`src/rtl/fetch_stage.sv`:
```
// Instruction fetch stage: owns the fetch PC, talks to instruction memory and
// hands one registered instruction per cycle to EX, with redirect and squash.
module fetch_stage #(
  parameter logic [31:0] RESET_PC = 32'h0000_0000,
  parameter logic [31:0] NOP_WORD = 32'h0000_0000
) (
  input  logic        clk,
  input  logic        rst,
  input  logic [1:0]  pc_src_EX,
  input  logic        stall_FETCH,
  input  logic [15:0] branch_offset_EX,
  input  logic [25:0] jump_index_EX,
  output logic        imem_req,
  output logic [11:0] imem_addr,
  input  logic        imem_ready,
  input  logic [31:0] imem_rdata,
  output logic [31:0] instruction_EX,
  output logic [31:0] pc_EX,
  output logic        valid_EX
);

  localparam int unsigned XLEN = 32;

  typedef enum logic {
    S_FETCH    = 1'b0,
    S_REDIRECT = 1'b1
  } state_e;

  state_e            state_q, state_d;
  logic [XLEN-1:0]   pc_f_q, pc_f_d;
  logic [XLEN-1:0]   instr_q, instr_d;
  logic [XLEN-1:0]   pc_ex_q, pc_ex_d;
  logic              valid_q, valid_d;

  logic              redirect;
  logic [XLEN-1:0]   pc_ex_plus4;
  logic [XLEN-1:0]   branch_target;
  logic [XLEN-1:0]   jump_target;
  logic [XLEN-1:0]   redirect_target;

  // Only a real instruction in EX may steer the fetch PC.
  assign redirect      = valid_q && ((pc_src_EX == 2'd1) || (pc_src_EX == 2'd2));
  assign pc_ex_plus4   = pc_ex_q + XLEN'(4);
  assign branch_target = pc_ex_plus4 + {{14{branch_offset_EX[15]}}, branch_offset_EX, 2'b00};
  assign jump_target   = {pc_ex_plus4[31:28], jump_index_EX, 2'b00};
  assign redirect_target = (pc_src_EX == 2'd2) ? jump_target : branch_target;

  always_ff @(posedge clk) begin
    if (rst) begin
      state_q <= S_FETCH;
      pc_f_q  <= RESET_PC;
      instr_q <= NOP_WORD;
      pc_ex_q <= '0;
      valid_q <= 1'b0;
    end else begin
      state_q <= state_d;
      pc_f_q  <= pc_f_d;
      instr_q <= instr_d;
      pc_ex_q <= pc_ex_d;
      valid_q <= valid_d;
    end
  end

  // Priority: redirect, then squash, then normal capture; everything else bubbles.
  always_comb begin
    state_d = S_FETCH;
    pc_f_d  = pc_f_q;
    instr_d = NOP_WORD;
    pc_ex_d = pc_ex_q;
    valid_d = 1'b0;
    if (redirect) begin
      state_d = S_REDIRECT;
      pc_f_d  = redirect_target;
    end else begin
      case (state_q)
        S_FETCH: begin
          if (!stall_FETCH && imem_ready) begin
            instr_d = imem_rdata;
            pc_ex_d = pc_f_q;
            valid_d = 1'b1;
            pc_f_d  = pc_f_q + XLEN'(4);
          end
        end
        S_REDIRECT: state_d = S_FETCH;
        default:    state_d = S_FETCH;
      endcase
    end
  end

  assign imem_req       = (state_q == S_FETCH) && !rst;
  assign imem_addr      = pc_f_q[13:2];
  assign instruction_EX = instr_q;
  assign pc_EX          = pc_ex_q;
  assign valid_EX       = valid_q;

endmodule

```
`config.mk`:
```
export PLATFORM = sky130hd
export DESIGN_NAME = fetch_stage
export DESIGN_NICKNAME = d
export VERILOG_FILES = /design/src/rtl/fetch_stage.sv
export SDC_FILE = /design/constraint.sdc
export NUM_CORES = 1
export LEC_CHECK = 0
export BUFFER_PORTS_ARGS = -buffer_cell sky130_fd_sc_hd__buf_2
export CORE_MARGIN = 2
export CORE_UTILIZATION = 30
export CTS_BUF_LIST = sky130_fd_sc_hd__clkbuf_8
export CTS_CLUSTER_DIAMETER = 60
export DETAILED_ROUTE_END_ITERATION = 16
export PLACE_DENSITY_LB_ADDON = 0.05
export SYNTH_ARGS = -nofsm -noshare
export SYNTH_HDL_FRONTEND = slang
export SYNTH_SLANG_ARGS = --single-unit
export TNS_END_PERCENT = 50
```
`constraint.sdc`:
```
create_clock -name clk -period 4.22 [get_ports clk]
set_clock_uncertainty 0.15 [all_clocks]
set_input_delay 0 -clock clk [delete_from_list [all_inputs] [get_ports clk]]
set_output_delay 0 -clock clk [all_outputs]
set_load 0.01 [all_outputs]
```
Yosys cells after proc, flatten, opt, wreduce, memory -nomap -nowiden
Cells that the tools add are included.

storage, ports and cells
  word-level logic and storage cells = 31
  input bits = 80
  bits in registers = 98

operators by class
  add/subtract/negate cells = 3
  eq/ne operators = 3
  bitwise gates (word level) = 3
  multiplexer cells = 6
  reduce and logical (&&, ||, !) cells = 11

operators by type and width
  kind                                                             count
  32-bit two-way mux                                               4
  32-bit by 3-bit adder with 32-bit output, second input constant  2
  32-bit adder                                                     1
  4-bit OR reduction                                               1
  1-bit logical AND                                                3
  1-bit NOT                                                        3
  3-bit AND reduction                                              1
  3-bit OR reduction                                               1
  2-bit by 1-bit == test with 1-bit output, second input constant  1
  2-bit == test, second input constant                             1
  1-bit zero test                                                  2
  1-bit two-way mux                                                2
  2-bit by 1-bit != test with 1-bit output, second input constant  1
  2-bit AND reduction                                              1
  2-bit nonzero test                                               1
  1-bit logical OR                                                 1

Depth between registers and ports, before layout
Gate-level depths: netlist (run 1).

  depth after elaboration = 5
  gate-level depth with buffers = 17

Worst setup path before layout (run 1)
OpenSTA, ideal clock, no wires.

  path type = register to register
  start = reg pc_ex_q[4] (netlist: pc_EX[4])
  end = reg pc_f_q[25]
  arrival = 3,167 ps
  buffers on the path = 1
  slack = 791 ps
  period minus slack after synthesis = 3,429 ps
  data required time = 3,958 ps
  setup time = 112 ps
  cell stages (with the launch flop) = 15
  path through = dfxtp_1 -> and4_1 -> buf_4 -> and3_4 -> nand2_1 -> xnor2_1 -> ha_1 -> a41oi_2 -> o21ai_2 -> a221oi_4 -> o22ai_2 -> a211oi_2 -> o31ai_4 -> xnor2_1 -> a2111oi_1

on the way
  longest elaborated chain between the ends = 4

ends and longest elaborated chain
  item                                      RTL line  RTL
  start: declaration                        32        logic [XLEN-1:0] pc_ex_q, pc_ex_d;
  start signal: assignment                  59        pc_ex_q <= pc_ex_d;
  32-bit by 3-bit adder with 32-bit output  43        assign pc_ex_plus4 = pc_ex_q + XLEN'(4);
  32-bit adder                              44        assign branch_target = pc_ex_plus4 + {{14{branch_offset_EX[15]}}, branch_offset_EX, 2'b00};
  32-bit two-way mux                        46        assign redirect_target = (pc_src_EX == 2'd2) ? jump_target : branch_target;
  32-bit two-way mux                        71        if (redirect) begin
  end signal: assignment                    57        pc_f_q <= pc_f_d;
  end: declaration                          30        logic [XLEN-1:0] pc_f_q, pc_f_d;

No other way between the ends.
A chain may end at the register's enable or synchronous reset.

Final worst setup path (run 1)
  start = reg pc_ex_q[2] (netlist: pc_EX[2])
  end = reg pc_f_q[31]

on the way
  longest elaborated chain between the ends = 4

ends and longest elaborated chain
  item                                          RTL line
  32-bit by 3-bit adder with 32-bit output (*)  43
  32-bit adder                                  44
  32-bit two-way mux (*)                        46
  32-bit two-way mux (*)                        71

Mark *: on every way between the ends. The rest lies on a longest branch, timed or not.

==> summary.md, run 1 <==
| Metric | Value |
|---|---|
| Seq/Total Area, Yosys | 0.307 |
| Met2 routed WL | about 10000 um |
| Placement Setup Slack | approximately 0.35 ns |
| Syn avg cell area | about 8.2 um2 |
| Drt drc | 0 |
| Post-CTS setup buffer count | 0 |
| Relative max-transition margin | 0.372 |
| Initial Util | 0.305 |
| Post-synth EDFFs | 0 |
| Startpoint Class | flop |
| # rows | 53 |
| Total number of vias | 6400 |
| Crit Path Max Fanout | 10 |
| Gpl congestion | slightly below 0.9 |
| Cells on Worst Hold Path | 4 |
| Setup TNS | 0 ns |
| Clock root buffer master | clkbuf_8 |
| Antenna violations before repair | 0 |
| Cell count after synthesis | ~780 |
| Drt first-iter violations | approximately 350 |
| Drt wl/cell | roughly 18 um |
| Int Pwr | 1.35 mW |
| Die width | approximately 150 um |
| Max H-tree Level | 3 |
| Num Clock Sinks | 98 |
| Worst path required time | between 4 and 5 ns |
| Worst reg-to-reg path cell count | 15 |
| Top post-synthesis cells by count | nand2_1, dfxtp_1, a21oi_1 |
| Logic pwr share | 0.172 |
| Synthesized net count | 899 |
| Unique cell type count in the Yosys netlist | 71 |
| Synth top area cells | dfxtp_1, ha_1, nand2_1 |
| Crit-path max cell delay | around 0.58 ns |
| Type of the tightest min-delay check | primary input to flop |
| Count leader, synth | nand2_1 |
| Power density over the cells | ~240 nW/um2 |
| Total Wirelength | 22700 um |
| Core area | 21000 um2 |
| Sw frac | 0.317 |
| Part of the power in registers | 0.497 |
| Post-synth top flop | dfxtp_1 |
| Final #Nets | about 1100 |
| Slew @ Worst Pin | between 0.9 and 1 ns |
| Remaining antenna violation count | 0 |
| Worst path slowest cell | dfxtp_1 |
| Clock Path Buffers | 2 |
| Congestion Overflow GR | 0 |
| Synth warn | 0 |
| Fin crit share | 0.926 |
| Critical path type | flop to flop |
| Tmin final | about 4 ns |
| Crit end category | flop |
| Total track usage | 0.200 |
| CTS tree | yes |
| IO Count | 158 |
| Area Overhead vs Synth | 28.8% |
| P_leak | 3.69 nW |
| DR top layer | met4 |
| VDD IR max | around 0.00013 V |
| Via-per-instance ratio | 5.10 |
| Port Buffer Count | 157 |
| Largest net degree at the start of global routing | 40 |
| CP most frequent cell | ha_1 |
| Final Hold Fails | 0 |
| Final WS setup | 0.313 ns |
| Crit path cell chain | ha_1 > nand2_1 > nor2_1 > buf_4 > and4_1 > xor2_1 > ha_1 > a21o_1 > o21bai_1 > o31a_1 > o22ai_1 > a21oi_1 > a211o_1 > o211ai_1 > nand3_1 |
| Later-pin clock latency in the skew report | between 0.3 and 0.4 ns |
| Drt pass-1 iters | 5 |
| Max-slew violations | 0 |
| Die area | around 22000 um2 |
| Final setup vio count | 0 |
| Worst EP arrival | 4.04 ns |
| Die height | ~150 um |
| Dpl hpwl | 17000 um |
| CTS Buf Count | 9 |
| RSZ-0062 raised after global routing | false |
| Fillers | approximately 2200 |
| Async SR Flop Fraction | 0 |
| ANT cells | 0 |
| Share of cells above drive strength 1 | 0.215 |
| Clk pin slew, worst setup/hold paths | 0.12 ns |
| Top cell type's share of synthesized area | 0.307 |
| Synth Register Bits | between 90 and 100 |
| Max Clk Rate | roughly 0.26 GHz |
| Number of max-cap violations | 0 |
| Status | finished clean |
| Clock Power Share | 0.331 |
| Leading area contributor after synthesis | dfxtp_1 |
| M1 wire length | ~11000 um |
| First-pass GRT wire length | between 30000 and 40000 um |
| Met3 wire length | 1140 um |
| Vias in the first global route | ~6000 |
| P_sw | approximately 620 uW |
| Post-Syn Area | around 6400 um2 |
[per-layer routing]
metal | GRT usage | vias to the layer above
li1 | - | 3177
met1 | 0.294 | 3013
met2 | 0.305 | 193
met3 | 0.0311 | 17
met4 | 0.0448 | 0
met5 | 0 | -
[per-stage QoR]
stage	utilization	cells	instance area, um2	power [mW]	hold WS (ns)
6_report	0.393	1256	8230	1.97	0.0635
5_1_grt	0.393	1256	8230	2.07	0.103
4_1_cts	0.392	1256	8220	2.00	0.0224
3_5_place_dp	0.353	1178	7390	1.29	0.0527
3_3_place_gp	0.353	1178	7390	1.29	0.0492
2_1_floorplan	-	781	6390	1.17	-0.0661
[placed cells by master (no fill, tap or decap), types with 27 or more instances in the layout]
cell | netlist | layout
and2_1 | 37 | 37
xor2_1 | 29 | 29
ha_1 | 37 | 36
dlygate4sd3_1 | 0 | 62
nand2_1 | 119 | 119
buf_2 | 1 | 157
nor2_1 | 42 | 42
dfxtp_1 | 98 | 98
nand3_1 | 27 | 27
a21oi_1 | 68 | 68
xnor2_1 | 38 | 38
a211oi_1 | 28 | 28
[power groups by stage]
stage	Combinational, mW	Sequential [mW]	Clock, mW
after global placement	0.291	0.999	0
after global routing	0.373	0.982	0.713
final	0.339	0.978	0.652
after detailed placement	0.292	0.998	0
after CTS	0.339	0.978	0.682
after floorplan	0.176	0.997	0
[critical path: cells and delay by family, from the launching register on]
kind / cells / cell delay (ns)
compound gates: 7 / 1.52
xor+xnor: 1 / 0.15
fa+ha+maj: 2 / 0.72
buf+inv: 1 / 0.15
flops: 1 / 0.58
simple gates: 4 / 0.52
[sequential cells by signal, summed over array words and instances, names as in the netlist]
register and count:
instruction_EX 32, pc_EX 32, pc_f_q 32, state_q 1, valid_EX 1
[worst paths after layout]
kind,from,end,slack (ns)
setup / recovery,pc_EX[2],pc_f_q[31],0.31
hold / removal,branch_offset_EX[15],pc_f_q[31],0.06
setup reg to reg,pc_EX[2],pc_f_q[31],0.31
hold reg to reg,pc_f_q[0],pc_f_q[0],0.31
[timing repair]
action                                  4_1_cts  5_1_grt
endpoints found under the hold margin        58        0
gates resized for setup                       0        1
endpoints found under the setup margin        0        1
hold buffers                                 62        0
[final cells by class]
class,instances,area [um2],share of cell area
Multi-Input combinational cell,622,4150,0.504
Clock buffer,9,124,0.0151
Sequential cell,98,1960,0.238
Inverter,10,37.5,0.00456
Tap cell,275,344,0.0418
Clock inverter,7,83.8,0.0102
Timing Repair Buffer,235,1530,0.185
[cell families (layout without fill, tap and decap cells)]
kind of cell | after synthesis | in the layout | synth area share
and+or+nand+nor | 320 | 320 | 0.260
AOI/OAI and AO/OA | 186 | 186 | 0.202
DFF | 98 | 98 | 0.307
xor gates and xnor gates | 68 | 68 | 0.0944
buffers and inverters | 61 | 261 | 0.0449
adders and majority gates | 38 | 38 | 0.0756
muxes | 10 | 10 | 0.0159
Power figures use the tool's default switching activity.
==> run 2: changes to the inputs <==
--- a/config.mk
+++ b/config.mk
@@ -12,6 +12,7 @@
 export CTS_CLUSTER_DIAMETER = 60
 export DETAILED_ROUTE_END_ITERATION = 16
 export PLACE_DENSITY_LB_ADDON = 0.05
+export RECOVER_POWER = 100
 export SYNTH_ARGS = -nofsm -noshare
 export SYNTH_HDL_FRONTEND = slang
 export SYNTH_SLANG_ARGS = --single-unit
==> run 2 against run 1 <==
Non-clock buffer count is the same. Sequential share of layout area increased by 0.39 points. Hold slack worse by 0.0034 ns. Clock power is essentially flat. Wire length is 0.19% lower. Core utilization shrank 0.63 points. First-iteration DRC count up 11%. Fmax fell by 0.90%. Critical path type unchanged.
==> summary.md, run 2 (synthesized netlist as in run 1, its figures left out) <==
| Metric | Value |
|---|---|
| Status | finished clean |
| Post-CTS setup buffer count | 0 (unchanged) |
| RR Endpoint | pc_f_q[23] |
| CTS Buf Count | 9 (unchanged) |
| Area after DPL | 7390 um2 (unchanged) |
| Setup TNS | 0 ns (unchanged) |
| Via-per-instance ratio | 5.09 (-0.11%) |
| Total Wirelength | 22600 um (-0.19%) |
| Met2 usage | 0.305 (unchanged) |
| Vias in the first global route | 5997 (unchanged) |
| Remaining antenna violation count | 0 (unchanged) |
| Min Hold Slack | 0.0601 ns (-0.00344 ns) |
| Die width | 150 um (unchanged) |
| Crit end category | flop |
| Drt drc | 0 (unchanged) |
| Power density over the cells | 242 nW/um2 (+1.2%) |
| Number of max-cap violations | 0 (unchanged) |
| CTS tree | yes |
| Met3 usage | 0.0311 (unchanged) |
| Drt pass-1 iters | 5 (unchanged) |
| # rows | 53 (unchanged) |
| First-pass GRT wire length | 34500 um (unchanged) |
| Met1 Use GR | 0.294 (unchanged) |
| Worst reg-to-reg path cell count | 13 (-2) |
| Final Util | 0.386 (-0.00633) |
| Most frequent cells in the layout | nand2_1, dfxtp_1, buf_2 |
| Antenna violations before repair | 0 (unchanged) |
| Slew @ Worst Pin | 1.32 ns (+0.384 ns) |
| Max Clk Rate | 0.254 GHz (-0.90%) |
| Die height | 150 um (unchanged) |
| Clock Path Buffers | 2 (unchanged) |
| Startpoint Class | flop |
| Drt first-iter violations | 393 (+11%) |
| Port Buffer Count | 157 (unchanged) |
| Fin crit share | 0.934 (+0.00844) |
| Gpl congestion | 0.877 (unchanged) |
| RR Startpoint | pc_EX[4] |
| Later-pin clock latency in the skew report | 0.39 ns (about the same) |
| Share of cells above drive strength 1 | 0.128 (-0.0866) |
| Initial Util | 0.305 (unchanged) |
| Drt wl/cell | 18.0 um (-0.19%) |
| P_leak | 3.33 nW (-9.7%) |
| Worst EP arrival | 4.04 ns (about the same) |
| Min-delay src | branch_offset_EX[15] |
| Congestion Overflow GR | 0 (unchanged) |
| Max H-tree Level | 3 (unchanged) |
| Top Usage Layer GRT | met2 |
| ANT cells | 0 (unchanged) |
| Cells on Worst Hold Path | 4 (unchanged) |
| Worst Hold End | pc_f_q[31] |
| Core area | 21000 um2 (unchanged) |
| Clk pin slew, worst setup/hold paths | 0.12 ns (about the same) |
| Final #Nets | 1094 (unchanged) |
| Area Overhead vs Synth | 26.8% |
| Total track usage | 0.200 (unchanged) |
| Final Hold Fails | 0 (unchanged) |
| VDD IR max | 0.000130 V (-1.1%) |
| Worst R2R Setup Slack | 0.28 ns (-0.04 ns) |
| Relative max-transition margin | 0.117 (-0.255) |
| Critical path type | flop to flop |
| Final setup vio count | 0 (unchanged) |
| Commonest non-fill, non-tap cell in the layout | nand2_1 |
| Post-route cell area | 8100 um2 (-1.6%) |
| Num Clock Sinks | 98 (unchanged) |
| IO Count | 158 (unchanged) |
| Worst path required time | 4.31 ns (-0.04 ns) |
| Clock root buffer master | clkbuf_8 |
| Max-slew violations | 0 (unchanged) |
| Die area | 22500 um2 (unchanged) |
| RSZ-0062 raised after global routing | false |
| Tmin final | 3.94 ns (+0.0356 ns) |
| Total number of vias | 6393 (-0.11%) |
| Crit Path Max Fanout | 7 (-3) |
| Dpl hpwl | 17000 um (unchanged) |
| Largest net degree at the start of global routing | 40 (unchanged) |
| Type of the tightest min-delay check | primary input to flop |
run 2: cell types whose count changed in the layout (fill, tap and decap cells not counted), sizes merged:
| cell | previous run | this run |
|---|---|---|
| clkbuf | 9 | 90 |
| buf | 173 | 92 |
run 2: worst max-delay path by stage:
stage	from	to	slack, ns	depth (start not counted)
6_report	pc_EX[4]	pc_f_q[23]	0.28	13
4_1_cts	pc_EX[4]	pc_f_q[25]	0.31	13
3_3_place_gp	pc_EX[2]	pc_f_q[31]	0.30	15
5_1_grt	pc_EX[4]	pc_f_q[25]	0.03	13
3_5_place_dp	pc_EX[2]	pc_f_q[31]	0.35	15
2_1_floorplan	pc_EX[4]	pc_f_q[25]	0.79	14
run 2: through the flow:
stage	std cells	power (mW)	setup slack (ns)
final	1256	1.96	0.278
after global routing	1256	2.06	0.0263
after floorplan	781	1.17	0.791
after global placement	1178	1.29	0.298
after CTS	1256	2.00	0.306
after detailed placement	1178	1.29	0.350
run 2: metal layers:
layer  wire (um)  vias up
met5           0        -
li1            -     3180
met3        1230       15
met4         260        0
met1       11100     3020
met2       10100      178
run 2: timing repair:
action / in CTS / in global routing
resized for setup: 0 / 1
setup endpoints to repair: 0 / 1
hold buffers: 62 / 0
endpoints found under the hold margin: 58 / 0
run 2: cell type report:
cell class	instances	area [um2]
fill	2241	12900
clock inverter	7	83.8
inverter	10	37.5
clock buffer	9	124
tap	275	344
sequential	98	1960
timing repair buffer	235	1410
multi-input combinational	622	4140
run 2: report_power, final:
part | switching (mW) | internal (mW) | leakage (nW)
Combinational | 0.181 | 0.149 | 2.43
Sequential | 0.0288 | 0.949 | 0.794
Clock | 0.413 | 0.239 | 0.105
Total | 0.623 | 1.34 | 3.33
run 2: critical path, stage by stage (launching register included):
cell and delay [ns]:
dfxtp_1 0.45, and4_1 0.37, and3_4 0.27, nand2_1 0.07, xnor2_1 0.14, ha_1 0.33, a41oi_2 0.24, o21ai_2 0.10
a221oi_4 0.41, o22ai_2 0.22, a21o_1 0.26, o31ai_1 0.36, mux2i_1 0.34, a221oi_2 0.09
